[src/rtl/uart_mult_sequencer.sv]
// Operand collector and product streamer between uart_rx/uart_tx and the multiplier pins.
// Define UART_MULT_CHKSUM_EN to append a third XOR checksum byte to every reply.
module uart_mult_sequencer #(
    parameter logic [23:0] TIMEOUT_CYC = 24'd10_000_000
) (
    input  logic       clk,
    input  logic       reset,
    input  logic       rx_valid,
    input  logic [7:0] rx_data,
    input  logic       tx_ready,
    output logic       tx_start,
    output logic [7:0] tx_data,
    output logic       busy,
    output logic       err_timeout,
    output logic       rx_overrun,
    output logic [2:0] dbg_state_o
);

    // Handshake: rx_valid is a single-cycle strobe with no back-pressure; tx_start is
    // asserted only while tx_ready=1 and the byte is taken on that same rising edge.
    typedef enum logic [2:0] {
        IDLE  = 3'd0,
        GET_B = 3'd1,
        MUL   = 3'd2,
        SEND  = 3'd3,
        ACK   = 3'd4,
        DONE  = 3'd5
    } state_t;

`ifdef UART_MULT_CHKSUM_EN
    localparam logic [1:0] LAST = 2'd2;
`else
    localparam logic [1:0] LAST = 2'd1;
`endif

    state_t      state_q;
    logic [7:0]  a_q;
    logic [7:0]  b_q;
    logic [15:0] p_q;
    logic [1:0]  idx_q;
    logic [23:0] timer_q;
    logic [7:0]  tx_data_q;
    logic        err_q;
    logic        ovr_q;

    logic [15:0] prod_d;
    logic [7:0]  next_byte_d;

    assign prod_d = {8'h00, a_q} * {8'h00, b_q};

    // Byte that follows the one currently on tx_data.
    always_comb begin
        next_byte_d = p_q[7:0];
`ifdef UART_MULT_CHKSUM_EN
        if (idx_q == 2'd1) begin
            next_byte_d = a_q ^ b_q ^ p_q[15:8] ^ p_q[7:0];
        end
`endif
    end

    always_ff @(posedge clk or negedge reset) begin
        if (!reset) begin
            state_q   <= IDLE;
            a_q       <= 8'h00;
            b_q       <= 8'h00;
            p_q       <= 16'h0000;
            idx_q     <= 2'd0;
            timer_q   <= 24'd0;
            tx_data_q <= 8'h00;
            err_q     <= 1'b0;
            ovr_q     <= 1'b0;
        end else begin
            err_q <= 1'b0;
            ovr_q <= 1'b0;
            case (state_q)
                IDLE: begin
                    if (rx_valid) begin
                        a_q     <= rx_data;
                        timer_q <= 24'd0;
                        state_q <= GET_B;
                    end
                end
                GET_B: begin
                    // A byte landing in the expiry cycle still wins over the timeout.
                    if (rx_valid) begin
                        b_q     <= rx_data;
                        state_q <= MUL;
                    end else if (timer_q == TIMEOUT_CYC - 24'd1) begin
                        err_q   <= 1'b1;
                        a_q     <= 8'h00;
                        state_q <= IDLE;
                    end else begin
                        timer_q <= timer_q + 24'd1;
                    end
                end
                MUL: begin
                    p_q       <= prod_d;
                    idx_q     <= 2'd0;
                    tx_data_q <= prod_d[15:8];
                    state_q   <= SEND;
                end
                SEND: begin
                    if (tx_ready) begin
                        state_q <= ACK;
                    end
                end
                ACK: begin
                    if (!tx_ready) begin
                        state_q <= DONE;
                    end
                end
                DONE: begin
                    if (tx_ready) begin
                        if (idx_q == LAST) begin
                            state_q <= IDLE;
                        end else begin
                            idx_q     <= idx_q + 2'd1;
                            tx_data_q <= next_byte_d;
                            state_q   <= SEND;
                        end
                    end
                end
                default: state_q <= IDLE;
            endcase
            if (rx_valid && (state_q inside {MUL, SEND, ACK, DONE})) begin
                ovr_q <= 1'b1;
            end
        end
    end

    assign tx_start    = (state_q == SEND) && tx_ready;
    assign tx_data     = tx_data_q;
    assign busy        = (state_q != IDLE);
    assign err_timeout = err_q;
    assign rx_overrun  = ovr_q;
    assign dbg_state_o = state_q;

endmodule
[config.mk]
export PLATFORM = sky130hd
export DESIGN_NAME = uart_mult_sequencer
export DESIGN_NICKNAME = d
export VERILOG_FILES = /design/src/rtl/uart_mult_sequencer.sv
export SDC_FILE = /design/constraint.sdc
export NUM_CORES = 1
export LEC_CHECK = 0
export BUFFER_PORTS_ARGS = -buffer_cell sky130_fd_sc_hd__buf_2
export CORE_MARGIN = 5
export CORE_UTILIZATION = 55
export CTS_CLUSTER_SIZE = 12
export DETAILED_ROUTE_END_ITERATION = 6
export GPL_ROUTABILITY_DRIVEN = 1
export PLACE_DENSITY_LB_ADDON = 0.2
export REMOVE_ABC_BUFFERS = 1
export SLEW_MARGIN = 10
export SYNTH_ARGS = -nofsm -noshare
export SYNTH_HDL_FRONTEND = slang
export SYNTH_SLANG_ARGS = --single-unit
[constraint.sdc]
create_clock -name clk -period 10.6 [get_ports clk]
set_input_delay 0.53 -clock clk [delete_from_list [all_inputs] [get_ports clk]]
set_output_delay 0.53 -clock clk [all_outputs]
set_load 0.005 [all_outputs]
### Yosys cells after proc, flatten, opt, wreduce, memory -nomap -nowiden

Index checks and enable logic that the tools add are counted.
Widths: inputs -> output; s select.

| cells by class | value |
|---|---|
| add/subtract/negate cells | 2 |
| $mul | 1 |
| eq/ne operators | 16 |
| muxes and demuxes | 26 |
| reductions and logical operators | 12 |

Operator list:

| kind | number |
|---|---|
| $mux 24 | 3 |
| $pmux 24 s2 | 1 |
| $mux 8 | 5 |
| $pmux 8 s2 | 2 |
| $add 24x1->24 const B | 1 |
| $eq 24x24->1 const B | 1 |
| $mux 3 | 6 |
| $pmux 3 s6 | 1 |
| $mul 8x8->16 | 1 |
| $ne 2x2->1 const B | 8 |
| $reduce_and 4->1 | 2 |
| $eq 3x2->1 const B | 2 |
| $eq 3x3->1 const B | 2 |
| $mux 2 | 3 |
| $reduce_and 5->1 | 1 |
| $mux 1 | 4 |
| $pmux 2 s2 | 1 |
| $reduce_bool 2->1 | 2 |
| $reduce_bool 4->1 | 1 |
| $eq 3x1->1 const B | 1 |
| $logic_not 3->1 | 1 |
| $ne 3x3->1 const B | 1 |
| $reduce_and 3->1 | 1 |
| $reduce_bool 3->1 | 1 |
| 4 further kinds | 5 |

| storage, ports and cells | value |
|---|---|
| register bits after elaboration | 63 |
| bits of input ports | 12 |
| output and inout bits | 15 |
| logic and storage cells | 66 |

### Depth between registers and ports, before layout

Gate-level depths: netlist of the first run.

| depth | value |
|---|---|
| depth after elaboration | 4 |
| mapped depth | 16 |
| depth with buffers taken out | 16 |

### Least setup slack after synthesis of the first run

OpenSTA, ideal clock, no wires.

| path | value |
|---|---|
| path type | register to register |
| start point | register b_q[7] |
| end point | register tx_data_q[5] (netlist: tx_data[5]) |
| library setup time | 134 ps |
| arrival time | 3982 ps |
| required time | 10466 ps |
| slack | 6484 ps |
| stages on the path, launching flop included | 16 |
| cells stage by stage | dfrtp_1 > nand2_1 > fa_1 > fa_1 > inv_1 > fa_1 > inv_1 > fa_1 > inv_1 > ha_1 > o21a_1 > o31a_1 > o31a_1 > o22ai_1 > nor4b_1 > nor3b_1 |

| between the ends | value |
|---|---|
| longest elaborated chain between the ends | 2 |

Ends and longest elaborated chain:

| element | line | text |
|---|---|---|
| from (decl) | 38 | `logic [7:0] b_q;` |
| from (signal assigned) | 86 | `b_q <= rx_data;` |
| $mul 8x8->16 | 49 | `assign prod_d = {8'h00, a_q} * {8'h00, b_q};` |
| $pmux 8 s2 | 75 | `case (state_q)` |
| to (signal assigned) | 99 | `tx_data_q <= prod_d[15:8];` |
| to (signal assigned) | 118 | `tx_data_q <= next_byte_d;` |
| to (decl) | 42 | `logic [7:0] tx_data_q;` |

Every way passes these cells.
A chain may end at the register's enable or synchronous reset.

### Worst setup path after layout of the first run

| path | value |
|---|---|
| start point | register a_q[0] |
| end point | register tx_data_q[5] (netlist: tx_data[5]) |

| between the ends | value |
|---|---|
| longest elaborated chain between the ends | 2 |

Ends and longest elaborated chain:

| element | line | text |
|---|---|---|
| from (decl) | 37 | `logic [7:0] a_q;` |
| from (signal assigned) | 78 | `a_q <= rx_data;` |
| $mul 8x8->16 | 49 |  |
| $pmux 8 s2 | 75 |  |

Every way passes these cells.

==> qor.yml, run 1 <==
io_pins: 27
grt_usage_pct: 20.4
post_cts_resize_count: 0
hpwl_mm: 8.06
finalHoldViolCount: 0
clk_path_buf_depth: 2
path_max_fanout: 9
overflow: 0
muxShareOfSynthArea_pct: 2.42
post_synth_num_cell_types: 53
clock_sinks: 63
grt_pass1_vias: 3986
clockRootBuffer: "clkbuf_8"
synthSimpleGateAreaFrac_pct: 24.5
grt_start_max_net_pins: 64
drive_above_1_share_pct: 11.0
yosysWarnings: 0
final_common_cell: "nand2_1"
r2r-start: "a_q[0]"
arrival_ns: 4.67
status: "complete, no violations"
antenna_found_initial: 0
skew_ns: 0.00862
die_y_um: 106
synth_fa_ha_area_share_pct: 23.6
drv_cap: 0
rows: 35
fin_crit_ns: 4.47
ys_seq_area_share_pct: 30.8
initial_core_util_pct: 55.9
synth-seq-cells: 63
synth-compound-area-share_pct: 9.80
clk_pin_slew_ns: 0.07
diodes: 0
slew_headroom_pct: 36.2
dieWidth_um: 106
async_flop_share_pct: 100
ys.flop_type: "dfrtp_1"
synth-edff-count: 0
fillCellCount: 786
cp.required_ns: 10.80
fin_tns_setup_ns: 0
wl_per_cell_um: 15.8
netlist.area_leader.share_pct: 30.8
setup_viol: 0
dp_worst_setup_slack_ns: 6.15
mostFrequentLayoutCells: "nand2_1, dfrtp_1, and2_1, inv_1, ha_1"
reg2regPathDepth: 15
synth_top_area_cell: "dfrtp_1"
worstSkewPairLatency_ns: 0.34
min_path_type: "primary input to async pin"
post_cts_buffers: 0
worst_pin_slew_ns: 0.958
gp_congestion: 0.871
h-tree-depth: 3
regToRegSetupSlack_ns: 6.13
routed_wl_mm: 10.9
ys_top_cells_by_area: "dfrtp_1, fa_1, ha_1, and2_1, nand2_1"
drt_pass1_iterations: 4
synth_top_family_by_area: "simple AND/OR/NAND/NOR gates"
postCtsHoldBufs: 0
netlist_area_mm2: 0.00512
port_buffers: 26
cts_buffers: 9
dieArea_mm2: 0.0113
area_delta_synth_final_pct: 8.77
cts_tree: "yes"
yosys.area_share.xor_xnor_pct: 3.76
drc: 0
via_count: 3963
grt_pass1_wl_mm: 18.9
max_freq_mhz: 224
postRouteAntennaNets: 0
slew_viol_final: 0
timing.final.ws_setup_ns: 6.13
routed_via_density: 5.78
cp-end-kind: "flop"
rr_endpoint: "tx_data[5]"
rsz0062_at_grt: "false"
whs_ns: 0.352
crit_path_start_kind: "flop"
avgSynthCellArea_um2: 9.34
synth_cells: 548
nets: 657
setup.worst_path.class: "flop to flop"
first_iter_violations: 283
core_mm2: 0.00915
fin_crit_sh_pct: 42.1
==> logic make-up after synthesis <==
logic type / after synthesis
xor gates and xnor gates: 22
AOI/OAI and AO/OA: 78
buffers and inverters: 65
DFF: 63
and+or+nand+nor: 234
muxes: 11
adders and majority gates: 75
==> worst max-delay path, stage by stage, from the launching register on <==
cell     delay [ns]
dfrtp_1        0.50
nand2_1        0.12
fa_1           0.51
fa_1           0.54
inv_1          0.05
fa_1           0.53
inv_1          0.06
fa_1           0.53
inv_1          0.04
ha_1           0.33
o21a_1         0.12
o31a_1         0.12
o31a_1         0.28
o22ai_1        0.22
nor4b_1        0.26
nor3b_1        0.09
==> area by class of cell <==
| type | count | area (um2) | share of cell area (%) |
|---|---|---|---|
| Clock inverter | 6 | 108 | 1.93 |
| Clock buffer | 10 | 138 | 2.47 |
| Timing Repair Buffer | 29 | 153 | 2.74 |
| Tap cell | 111 | 139 | 2.49 |
| Multi-Input combinational cell | 420 | 3280 | 58.9 |
| Sequential cell | 63 | 1580 | 28.3 |
| Inverter | 47 | 176 | 3.17 |
==> flip-flops by register name, indices dropped and copies added (netlist names) <==
name / cells
tx_data: 8
rx_overrun: 1
timer_q: 24
err_timeout: 1
p_q: 8
idx_q: 2
a_q: 8
dbg_state_o: 3
b_q: 8
==> worst max-delay path by stage <==
stage          startpoint          to  slack [ns]  depth (start not counted)
6_report           a_q[0]  tx_data[5]        6.13                         15
5_1_grt            a_q[0]  tx_data[5]        5.89                         15
4_1_cts            a_q[0]  tx_data[5]        6.13                         15
3_5_place_dp       a_q[0]  tx_data[5]        6.15                         15
3_3_place_gp       a_q[0]  tx_data[5]        6.26                         15
2_1_floorplan      b_q[7]  tx_data[7]        6.48                         15
==> metrics by stage <==
step,instances,util [%],cell area (um2)
after CTS,686,60.8,5570
after global placement,670,58.2,5320
final,686,60.8,5570
after detailed placement,670,58.2,5320
after global routing,686,60.8,5570
after floorplan,530,-,5030
==> per-layer routing <==
metal,vias up,global-route usage [%],routed length (um)
met3,15,2.98,351
met1,1953,27.2,4750
met5,-,0,0
li1,1916,-,-
met4,0,6.21,142
met2,79,34.7,5620
==> synthesized netlist by cell type (5+ instances only) <==
cell type / count
fa_1: 36
o21ai_0: 26
nand2_1: 71
and2_1: 53
inv_1: 47
clkbuf_1: 11
nand4_1: 8
nor2b_1: 5
a21oi_1: 11
xor2_1: 5
nor4_1: 9
a21o_1: 8
ha_1: 39
nor2_1: 31
mux2_2: 11
dfrtp_1: 63
or3_1: 7
nand2b_1: 6
nor3_1: 9
nand3_1: 13
xnor2_1: 17
Power of run 1 is left out: the tool's default activity adds up to more than one toggle a clock period on the data nets, which glitch-free logic cannot reach.
==> inputs of run 2 (changes only) <==
ABC_AREA = 1   (was not set)
clock period = 4.4 ns   (was 10.6 ns; I/O delays follow)
==> run 2 against run 1 <==
  * Clock-buffer cell count down 1
  * Synthesized area up 16%
  * Design area up 13%
  * Wire length is 23% higher
  * Sequential share of layout area down 3.2 points
  * Worst hold slack worse by 0.24 ns
  * Clock skew about the same
  * Non-clock buffer count up 1
  * Critical endpoint is now tx_data[0]
  * Largest cell class unchanged
  * Highest routed layer unchanged
==> qor.yml, run 2 <==
clock_sinks: 63  # unchanged
post_synth_num_cell_types: 39  # -26%
antenna_found_initial: 0  # unchanged
dp.cells: 974  # +45%
dieWidth_um: 114  # +6.9%
synth_top_area_cell: "dfrtp_1"
stdcell_count: 991  # +44%
h-tree-depth: 3  # unchanged
core_mm2: 0.0107  # +17%
ys.flop_type: "dfrtp_1"
slew_headroom_pct: 46.4  # +10 points
postRouteAntennaNets: 0  # unchanged
port_buffers: 26  # unchanged
routed_via_density: 5.09  # -12%
cp.required_ns: 4.64  # -6.16 ns
clk_pin_slew_ns: 0.08  # about the same
synth-seq-cells: 63  # unchanged
yosysWarnings: 0  # unchanged
leakagePower_nw: 3.62
fin_crit_sh_pct: 93.4  # +51 points
clk_path_buf_depth: 2  # unchanged
grt_usage_pct: 22.3  # +1.9 points
area_delta_synth_final_pct: 6.07
netlist.area_leader.share_pct: 26.6  # -4.2 points
grt_pass1_vias: 5240  # +31%
final_common_cell: "nand2_1"
skew_ns: 0.00857  # -0.0000494 ns
total_power_mw: 4.84
drive_above_1_share_pct: 11.3  # +0.32 points
yosysMostFrequentCell: "nand2_1"
gp_congestion: 0.908  # +4.2%
power_density_mw_per_mm2: 769
setup.worst_path.class: "flop to flop"
wl_per_cell_um: 13.5  # -15%
setup_viol: 0  # unchanged
slew_viol_final: 0  # unchanged
synth-edff-count: 0  # unchanged
drc: 0  # unchanged
via_count: 5048  # +27%
rsz0062_at_grt: "false"
ys_top_cells_by_area: "dfrtp_1, nand2_1, fa_1, inv_1, ha_1"
post_cts_buffers: 0  # unchanged
status: "complete, no violations"
ys_seq_area_share_pct: 26.6  # -4.2 points
nets: 933  # +42%
cts_tree: "yes"
initial_core_util_pct: 55.5  # -0.49 points
min_path_type: "primary input to flop"
cp-end-kind: "flop"
regMostFlops: "timer_q"
overflow: 0  # unchanged
grt_pass1_wl_mm: 23.6  # +25%
mostFrequentLayoutCells: "nand2_1, inv_1, nor2_1, dfrtp_1, nand3_1"
synth_cells: 833  # +52%
worstSkewPairLatency_ns: 0.35  # about the same
fin_tns_setup_ns: 0  # unchanged
hpwl_mm: 10.6  # +32%
netlist_area_mm2: 0.00593  # +16%
die_y_um: 114  # +6.9%
drv_cap: 0  # unchanged
finalHoldViolCount: 0  # unchanged
routed_wl_mm: 13.4  # +23%
path_max_fanout: 9  # unchanged
grt_start_max_net_pins: 45  # -30%
yosys-top-cells-count: "nand2_1, inv_1, dfrtp_1"
cts_buffers: 9  # unchanged
dieArea_mm2: 0.0130  # +14%
worst_pin_slew_ns: 0.803  # -0.154 ns
first_iter_violations: 248  # -12%
largest_reg_flops: 24  # unchanged
async_flop_share_pct: 100  # unchanged
fin_crit_ns: 4.11  # -0.359 ns
rows: 38  # +8.6%
io_pins: 27  # unchanged
diodes: 0  # unchanged
peakVddDrop_mv: 0.413
arrival_ns: 4.35  # -0.32 ns
crit_path_start_kind: "flop"
clockRootBuffer: "clkbuf_8"
avgSynthCellArea_um2: 7.12  # -24%
max_freq_mhz: 243  # +8.7%
drt_pass1_iterations: 5  # +1
run 2: cell types whose count changed after synthesis, moves of 10 or more:
cell,delta
nor2_1,+31
inv_1,+108
and2_1,-52
nand3_1,+34
xnor2_1,-12
nand2_1,+216
o21ai_0,-15
o21ai_2,+18
nand4_1,+10
run 2: worst paths after layout:
kind	cells past startpoint	endpoint	start	slack [ns]
setup / recovery	17	tx_data[0]	a_q[1]	0.29
hold / removal	2	b_q[6]	rx_data[6]	0.11
setup reg to reg	17	tx_data[0]	a_q[1]	0.29
hold reg to reg	2	p_q[3]	p_q[3]	0.48
max in group asynchronous	3	b_q[7]	reset	2.98
min in group asynchronous	2	tx_data[5]	reset	0.49
run 2: final cells by class:
class,count,area (um2)
clock inverter,7,50.0
fill,1027,4410
multi-input combinational,580,3590
tap,140,175
clock buffer,9,124
sequential,63,1580
timing repair buffer,30,163
inverter,162,608
run 2: metrics by stage:
stage | hold slack (ns) | utilization, % | setup slack (ns) | instance area (um2)
finish | 0.111 | 58.8 | 0.292 | 6290
global route | 0.112 | 58.8 | 0.00999 | 6290
CTS | 0.101 | 58.8 | 0.241 | 6290
detailed placement | 0.345 | 57.1 | 0.260 | 6110
global placement | 0.315 | 57.1 | 0.215 | 6110
floorplan | -0.0756 | - | 0.600 | 5780
run 2: power by group:
part | total [mW] | internal, mW | switching (mW)
registers | 1.03 | 0.743 | 0.284
clock network | 0.454 | 0.204 | 0.251
logic | 3.36 | 1.23 | 2.13
total | 4.84 | 2.18 | 2.66
run 2: what timing repair did:
action | in CTS | in global routing
hold buffers | 1 | 0
endpoints found under the setup margin | 0 | 1
resized for setup | 0 | 1
hold endpoints to repair | 32 | 0
run 2: logic make-up after synthesis:
kind of cell               after synthesis  share of synthesized area [%]
muxes                                    8                           1.52
adders and majority gates               75                           20.4
AOI/OAI and AO/OA                       43                           5.02
and+or+nand+nor                        440                           31.6
xor gates and xnor gates                14                           2.07
DFF                                     63                           26.6
buffers and inverters                  190                           12.8
run 2: worst max-delay path, cell delays in order, from the launching register on:
cell	delay [ns]
dfrtp_1	0.54
nand2_1	0.13
fa_1	0.52
fa_1	0.54
inv_1	0.06
fa_1	0.53
inv_1	0.05
fa_1	0.52
inv_1	0.04
ha_1	0.34
nand2_1	0.13
inv_1	0.06
nand2_1	0.06
nand2_1	0.06
xnor2_1	0.20
nand2_1	0.09
nand2_1	0.07
nand2_1	0.04
run 2: layer usage:
| metal | share of wire, % | GRT usage [%] |
|---|---|---|
| met1 | 43 | 26.6 |
| met2 | 52 | 40.6 |
| met3 | 3.2 | 3.29 |
| met4 | 2.2 | 8.23 |
| met5 | 0 | 0 |
(Power assumes the default switching activity.)
